[config.mk]
export PLATFORM = sky130hd
export DESIGN_NAME = xor_nn_weight_loader
export DESIGN_NICKNAME = d
export VERILOG_FILES = /design/src/rtl/xor_nn_pkg.sv /design/src/rtl/xor_nn_weight_stage.sv /design/src/rtl/xor_nn_weight_loader.sv
export SDC_FILE = /design/constraint.sdc
export NUM_CORES = 1
export LEC_CHECK = 0
export ABC_AREA = 1
export CORE_MARGIN = 8
export CORE_UTILIZATION = 47
export CTS_BUF_LIST = sky130_fd_sc_hd__clkbuf_16
export DETAILED_ROUTE_END_ITERATION = 16
export PLACE_DENSITY = 0.85
export SLEW_MARGIN = 20
export SYNTH_ARGS = -nofsm -noshare
export SYNTH_HDL_FRONTEND = slang
export SYNTH_SLANG_ARGS = --single-unit
[constraint.sdc]
create_clock -name clk -period 1.45 [get_ports clk]
set_clock_uncertainty 0.05 [all_clocks]
set_input_delay 0.435 -clock clk [delete_from_list [all_inputs] [get_ports clk]]
set_output_delay 0.435 -clock clk [all_outputs]
set_load 0.02 [all_outputs]
[src/rtl/xor_nn_pkg.sv]
// Shared xor_nn constants and types: loader states, layer select, layer geometry, frame sync byte.
package xor_nn_pkg;

   typedef enum logic [2:0] {
      IDLE,
      LAYER,
      DATA,
      CSUM,
      COMMIT
   } state_e;

   typedef enum logic {
      LAYER_W1 = 1'b0,
      LAYER_W2 = 1'b1
   } layer_e;

   localparam logic [7:0] XOR_NN_SYNC_BYTE = 8'hA5;

   localparam int XOR_NN_L0_ROWS = 3;
   localparam int XOR_NN_L0_COLS = 2;
   localparam int XOR_NN_L1_ROWS = 3;
   localparam int XOR_NN_L1_COLS = 1;

   localparam int XOR_NN_STAGE_DEPTH = 8;
   localparam int XOR_NN_STAGE_PTR_W = 3;

endpackage

[src/rtl/xor_nn_weight_stage.sv]
// Staging register file holding one frame's weights until its checksum has been verified.
module xor_nn_weight_stage
   import xor_nn_pkg::*;
#(
   parameter int WIDTH = 8
) (
   input  logic                          clk,
   input  logic                          wr_en,
   input  logic [XOR_NN_STAGE_PTR_W-1:0] wr_ptr,
   input  logic [WIDTH-1:0]              wr_data,
   input  logic [XOR_NN_STAGE_PTR_W-1:0] rd_ptr,
   output logic [WIDTH-1:0]              rd_data
);

   logic [WIDTH-1:0] mem_q [0:XOR_NN_STAGE_DEPTH-1];

   always_ff @(posedge clk) begin
      if (wr_en) begin
         mem_q[wr_ptr] <= wr_data;
      end
   end

   assign rd_data = mem_q[rd_ptr];

endmodule

[src/rtl/xor_nn_weight_loader.sv]
// Parses SYNC/LAYER/weight byte frames into row-major xor_nn weight writes.
// Define XOR_NN_LOADER_CHECKSUM_EN to stage a frame and commit it only when its trailing checksum matches.
module xor_nn_weight_loader
   import xor_nn_pkg::*;
#(
   parameter int         BITS_PER_WORD       = 8,
   parameter int         L0_ROWS             = XOR_NN_L0_ROWS,
   parameter int         L0_COLS             = XOR_NN_L0_COLS,
   parameter int         L1_ROWS             = XOR_NN_L1_ROWS,
   parameter int         L1_COLS             = XOR_NN_L1_COLS,
   parameter int         CLOG2_MAX_WEIGHTS_N = 2,
   parameter int         CLOG2_MAX_WEIGHTS_M = 2,
   parameter logic [7:0] SYNC_BYTE           = XOR_NN_SYNC_BYTE
) (
   input  logic                           clk,
   input  logic                           reset,
   input  logic                           s_valid,
   output logic                           s_ready,
   input  logic [7:0]                     s_data,
   output logic                           weights_en,
   output logic                           weights_layer_address,
   output logic [CLOG2_MAX_WEIGHTS_N-1:0] weights_n_address,
   output logic [CLOG2_MAX_WEIGHTS_M-1:0] weights_m_address,
   output logic [BITS_PER_WORD-1:0]       weights_data,
   output logic                           busy,
   output logic                           done,
   output logic                           err
);

   localparam int NW = CLOG2_MAX_WEIGHTS_N;
   localparam int MW = CLOG2_MAX_WEIGHTS_M;

   state_e                   state_q, state_d;
   layer_e                   layer_q, layer_d;
   logic [NW-1:0]            n_q, n_d, n_adv, rows_last;
   logic [MW-1:0]            m_q, m_d, m_adv, cols_last;
   logic                     wen_q, wen_d;
   logic                     laddr_q, laddr_d;
   logic [NW-1:0]            naddr_q, naddr_d;
   logic [MW-1:0]            maddr_q, maddr_d;
   logic [BITS_PER_WORD-1:0] data_q, data_d;
   logic                     done_q, done_d;
   logic                     err_q, err_d;
   logic                     accept, last_weight, m_wrap;

   assign s_ready = !reset && (state_q != COMMIT);
   assign accept  = s_valid && s_ready;

   assign rows_last   = (layer_q == LAYER_W2) ? NW'(L1_ROWS - 1) : NW'(L0_ROWS - 1);
   assign cols_last   = (layer_q == LAYER_W2) ? MW'(L1_COLS - 1) : MW'(L0_COLS - 1);
   assign m_wrap      = (m_q == cols_last);
   assign last_weight = (n_q == rows_last) && m_wrap;
   assign m_adv       = m_wrap ? '0 : m_q + 1'b1;
   assign n_adv       = m_wrap ? n_q + 1'b1 : n_q;

`ifdef XOR_NN_LOADER_CHECKSUM_EN
   logic [7:0]                    sum_q, sum_d;
   logic [XOR_NN_STAGE_PTR_W-1:0] ptr_q, ptr_d;
   logic                          stage_we, issue;
   logic [BITS_PER_WORD-1:0]      stage_rd;

   // One pointer serves both phases: filling during DATA, draining during COMMIT.
   xor_nn_weight_stage #(.WIDTH(BITS_PER_WORD)) u_stage (
      .clk     (clk),
      .wr_en   (stage_we),
      .wr_ptr  (ptr_q),
      .wr_data (s_data),
      .rd_ptr  (ptr_q),
      .rd_data (stage_rd)
   );
`endif

   always_comb begin
      state_d = state_q;
      layer_d = layer_q;
      n_d     = n_q;
      m_d     = m_q;
      wen_d   = 1'b0;
      laddr_d = laddr_q;
      naddr_d = naddr_q;
      maddr_d = maddr_q;
      data_d  = data_q;
      done_d  = 1'b0;
      err_d   = 1'b0;
`ifdef XOR_NN_LOADER_CHECKSUM_EN
      sum_d    = sum_q;
      ptr_d    = ptr_q;
      stage_we = 1'b0;
      issue    = 1'b0;
`endif
      case (state_q)
         IDLE: begin
            if (accept && (s_data == SYNC_BYTE)) state_d = LAYER;
         end
         LAYER: begin
            if (accept) begin
               if (s_data <= 8'd1) begin
                  layer_d = layer_e'(s_data[0]);
                  n_d     = '0;
                  m_d     = '0;
                  state_d = DATA;
`ifdef XOR_NN_LOADER_CHECKSUM_EN
                  sum_d   = s_data;
                  ptr_d   = '0;
`endif
               end else begin
                  err_d   = 1'b1;
                  state_d = IDLE;
               end
            end
         end
         DATA: begin
            if (accept) begin
`ifdef XOR_NN_LOADER_CHECKSUM_EN
               stage_we = 1'b1;
               sum_d    = sum_q + s_data;
               ptr_d    = ptr_q + 1'b1;
               if (last_weight) begin
                  ptr_d   = '0;
                  n_d     = '0;
                  m_d     = '0;
                  state_d = CSUM;
               end else begin
                  n_d = n_adv;
                  m_d = m_adv;
               end
`else
               wen_d   = 1'b1;
               laddr_d = layer_q;
               naddr_d = n_q;
               maddr_d = m_q;
               data_d  = s_data;
               if (last_weight) begin
                  done_d  = 1'b1;
                  state_d = IDLE;
               end else begin
                  n_d = n_adv;
                  m_d = m_adv;
               end
`endif
            end
         end
`ifdef XOR_NN_LOADER_CHECKSUM_EN
         CSUM: begin
            if (accept) begin
               if (8'(sum_q + s_data) == 8'd0) begin
                  issue   = 1'b1;
                  state_d = COMMIT;
               end else begin
                  err_d   = 1'b1;
                  state_d = IDLE;
               end
            end
         end
         COMMIT: issue = 1'b1;
`else
         CSUM, COMMIT: state_d = IDLE;
`endif
         default: state_d = IDLE;
      endcase
`ifdef XOR_NN_LOADER_CHECKSUM_EN
      // The first commit write leaves on the checksum edge so writes follow acceptance back-to-back.
      if (issue) begin
         wen_d   = 1'b1;
         laddr_d = layer_q;
         naddr_d = n_q;
         maddr_d = m_q;
         data_d  = stage_rd;
         ptr_d   = ptr_q + 1'b1;
         if (last_weight) begin
            done_d  = 1'b1;
            state_d = IDLE;
         end else begin
            n_d = n_adv;
            m_d = m_adv;
         end
      end
`endif
   end

   always_ff @(posedge clk or posedge reset) begin
      if (reset) begin
         state_q <= IDLE;
         layer_q <= LAYER_W1;
         n_q     <= '0;
         m_q     <= '0;
         wen_q   <= 1'b0;
         laddr_q <= 1'b0;
         naddr_q <= '0;
         maddr_q <= '0;
         data_q  <= '0;
         done_q  <= 1'b0;
         err_q   <= 1'b0;
`ifdef XOR_NN_LOADER_CHECKSUM_EN
         sum_q   <= '0;
         ptr_q   <= '0;
`endif
      end else begin
         state_q <= state_d;
         layer_q <= layer_d;
         n_q     <= n_d;
         m_q     <= m_d;
         wen_q   <= wen_d;
         laddr_q <= laddr_d;
         naddr_q <= naddr_d;
         maddr_q <= maddr_d;
         data_q  <= data_d;
         done_q  <= done_d;
         err_q   <= err_d;
`ifdef XOR_NN_LOADER_CHECKSUM_EN
         sum_q   <= sum_d;
         ptr_q   <= ptr_d;
`endif
      end
   end

   assign weights_en            = wen_q;
   assign weights_layer_address = laddr_q;
   assign weights_n_address     = naddr_q;
   assign weights_m_address     = maddr_q;
   assign weights_data          = data_q;
   assign busy                  = (state_q != IDLE);
   assign done                  = done_q;
   assign err                   = err_q;

endmodule

# Yosys cells after proc, flatten, opt, wreduce, memory -nomap -nowiden
# Index checks and enable logic that the tools add are counted.
# word_totals
reg_bits,24
input_bits,11
word_cells,65
output_inout_bits,18
# op_classes
n_reduce_logical,13
muxes,25
magnitude_cmp,1
addsub,2
n_eq_ne,13
# ops
op,n
$mux W2,9
$ne A2 B2 Y1 const B,7
$mux W3,4
$mux W1,9
$pmux W3 S3,1
$eq A8 B8 Y1 const B,1
$le A8 B1 Y1 const B,1
$pmux W2 S2,2
$reduce_and A6 Y1,1
$reduce_and A5 Y1,1
$add A2 B1 Y2 const B,2
$logic_and A1 B1 Y1,4
$reduce_and A4 Y1,1
$eq A3 B1 Y1 const B,1
$eq A3 B2 Y1 const B,1
$logic_not A3 Y1,1
$ne A3 B3 Y1 const B,1
$reduce_and A3 Y1,1
$reduce_bool A3 Y1,1
$eq A2 B1 Y1,1
$eq A2 B2 Y1 const B,1
$reduce_and A2 Y1,1
$reduce_bool A2 Y1,1
$logic_not A1 Y1,1

# Longest topological paths before layout
# logic_depth
depth_word,6
ltp_mapped,8
mapped_depth_nobuf,8

# Least setup slack after synthesis
# Ideal clock, no wire load.
# synth_path
path_kind,input port to flip-flop
from,in reset
to,"reg maddr_q[1], in the netlist weights_m_address[1]"
required_time_ns,1.282
slack_ns,-0.592
setup_time_ns,0.118
path_buffers,1
t_arrival_ns,1.874
path_stages,7
cell_sequence,inv_1 -> nand2_1 -> nor2_4 -> inv_2 -> buf_6 -> nand2_1 -> o21ai_2
# synth_between
elab_chain_cells,4
# synth_rtl
element,line_no,source
"start, declared",xor_nn_weight_loader.sv:16,"input logic reset,"
$logic_not A1 Y1 (no line),--,
$logic_and A1 B1 Y1,xor_nn_weight_loader.sv:46,assign s_ready = !reset && (state_q != COMMIT);
$logic_and A1 B1 Y1,xor_nn_weight_loader.sv:47,assign accept = s_valid && s_ready;
$reduce_and A2 Y1 (no line),--,
"end signal, assigned",xor_nn_weight_loader.sv:206,maddr_q <= maddr_d;
"end, declared",xor_nn_weight_loader.sv:40,"logic [MW-1:0] maddr_q, maddr_d;"
# No other way between the ends.
# A chain may end at the register's enable or synchronous reset.

# Worst setup path in the final report
# layout_path
from,reg state_q[1]
to,out busy
# layout_between
elab_chain_cells,1
# layout_rtl
element,line_no,source
"start, declared",xor_nn_weight_loader.sv:33,"state_e state_q, state_d;"
"start signal, assigned",xor_nn_weight_loader.sv:199,state_q <= state_d;
$reduce_bool A3 Y1,xor_nn_weight_loader.sv:222,assign busy = (state_q != IDLE);
"end, declared",xor_nn_weight_loader.sv:25,"output logic busy,"
# No other way between the ends.

==> results_dict.tcl <==
set metrics [dict create \
    grt_pass1_wl_um 5570 \
    numPortBuffers 28 \
    dp_cells 199 \
    synth_nets 141 \
    arrival_ps 1000 \
    cp_max_fo 2 \
    design_area_mm2 0.00175 \
    place_ws_ps -623 \
    hold_buffers 0 \
    cp.required_ps 970 \
    post-route-worst-setup-slack_ps -36.7 \
    start_util 0.501 \
    cts_buffers 3 \
    period_needed_ps 1490 \
    stdcell_count 217 \
    die_h_um 64.5 \
    drt_iter0_drc 53 \
    peakVddDrop_v 0.00112 \
    cap_violations 0 \
    slew_violations 0 \
    p_leak_nw 0.925 \
    io_pins 29 \
    hold_viol_final 0 \
    clk_latency_ps 260 \
    synth-seq-cells 23 \
    crit_path_start "state_q[1]" \
    antenna_found_initial 0 \
    grt_max_degree 24 \
    wirelength_um 3620 \
    grt_pass1_vias 1210 \
    dr_total_vias 1167 \
    syn_area_mm2 0.00111 \
    area_growth_pct 57.9 \
    vias_per_cell 5.38 \
    fin_nets 202 \
    n_antenna_cell 0 \
    fin_crit_sh 1.03 \
    final_common_cell "nand2_1" \
    tightestPinTransition_ps 302 \
    cts_tree "yes" \
    r2r-start "state_q[1]" \
    powerDensity_mw_per_mm2 852 \
    htree_levels 1 \
    wl_per_cell_um 16.7 \
    p_total_mw 1.49 \
    place_congestion 0.827 \
    fin_setup_tns_ps -162 \
    cts_buffer_depth 2 \
    max_freq_mhz 673 \
    crit_type "flop to output pin" \
    drive_gt1_frac 0.407 \
    drtPass1Iterations 4 \
    grt_overflow 0 \
    ys_types 16 \
    end_kind "output pin" \
    clock-sinks 23 \
    fillCellCount 146 \
    min_path_type "primary input to asynchronous set/reset pin" \
    layout_common_cells "nand2_1, buf_4, dfrtp_1" \
    clk_pin_slew_ps 60 \
    finalSetupViolCount 10 \
    die_area_mm2 0.00417 \
    die_x_um 64.5 \
    syn_inst 129 \
    violations "negative setup slack" \
    avgSynthCellArea_um2 8.58 \
    start_kind "flop" \
    grt_setup_unrepaired "yes" \
    dp_hpwl_um 2180 \
    num_rows 17 \
    holdWs_ps 426 \
    drcViolationCount 0 \
    slew_headroom 0.799 \
    root_buffer "clkbuf_16" \
    synth_seq_area_share 0.520 \
    status "finished with violations" \
    ant_nets 0 \
    core_area_mm2 0.00221 \
    grt_usage 0.166 \
    dpl-instance-area_mm2 0.00153 \
    ys_warn_count 0 \
    final_core_utilization 0.790 \
]
==> cells by family (layout without fill, tap and decap cells) <==
| group | count (synthesis) | count (layout) | share of synthesized area |
|---|---|---|---|
| AOI/OAI and AO/OA | 16 | 16 | 0.114 |
| xor gates and xnor gates | 1 | 1 | 0.00791 |
| adders and majority gates | 1 | 1 | 0.0113 |
| buffers and inverters | 23 | 83 | 0.0915 |
| DFF | 23 | 23 | 0.520 |
| and+or+nand+nor | 65 | 65 | 0.255 |
==> cell usage after synthesis <==
cell type,number,area (µm²)
buf_6,2,22.5
dfrtp_1,23,576
ha_1,1,12.5
inv_1,17,63.8
inv_2,4,15.0
nand2_1,39,146
nand3_1,10,50.1
nand4_1,4,25.0
nor2_1,9,33.8
nor2_4,2,22.5
nor3_1,1,5.00
o21ai_0,2,10.0
o21ai_1,1,5.00
o21ai_2,12,105
o22ai_1,1,6.26
xor2_1,1,8.76
==> sequential cells by signal, summed over array words and instances (netlist names) <==
name,count
done,1
err,1
layer_q,1
m_q,2
n_q,2
state_q,2
weights_data,8
weights_en,1
weights_layer_address,1
weights_m_address,2
weights_n_address,2
==> report_power, final <==
| part | internal (mW) | switching [mW] |
|---|---|---|
| sequential | 0.666 | 0.0212 |
| clock | 0.369 | 0.233 |
| combinational | 0.0848 | 0.116 |
==> path summary, 6_finish.rpt <==
kind	slack [ps]	endpoint	cells past startpoint
max	-40	busy	3
min	430	err	4
max reg2reg	-30	weights_data[0]	9
min reg2reg	430	weights_n_address[1]	2
max in group asynchronous	690	weights_layer_address	4
min in group clk	430	weights_n_address[1]	2
==> worst max-delay path: stages (launching register included) <==
cell and delay [ps]:
dfrtp_1 400, nor2_2 150, inv_2 60, buf_6 130
==> repair_timing <==
action | in CTS | in global routing
endpoints found under the setup margin | 39 | 33
buffers inserted | 4 | 7
resized for setup | 57 | 24
pin swaps | 10 | 4
gates cloned | 3 | 0
==> routing by layer <==
| metal | GRT usage | routed length [µm] |
|---|---|---|
| met5 | 0 | 0 |
| met4 | 0.0899 | 116 |
| met3 | 0.0515 | 201 |
| met2 | 0.296 | 1970 |
| met1 | 0.169 | 1330 |
==> cell type report <==
type / count / area [µm²] / area share
sequential: 23 / 576 / 0.329
multi-input combinational: 83 / 482 / 0.276
timing repair buffer: 55 / 463 / 0.265
inverter: 21 / 90.1 / 0.0515
clock buffer: 3 / 75.1 / 0.0429
tap: 28 / 35.0 / 0.0200
timing repair inverter: 3 / 23.8 / 0.0136
clock inverter: 1 / 3.75 / 0.00215
Power figures use the tool's default switching activity.
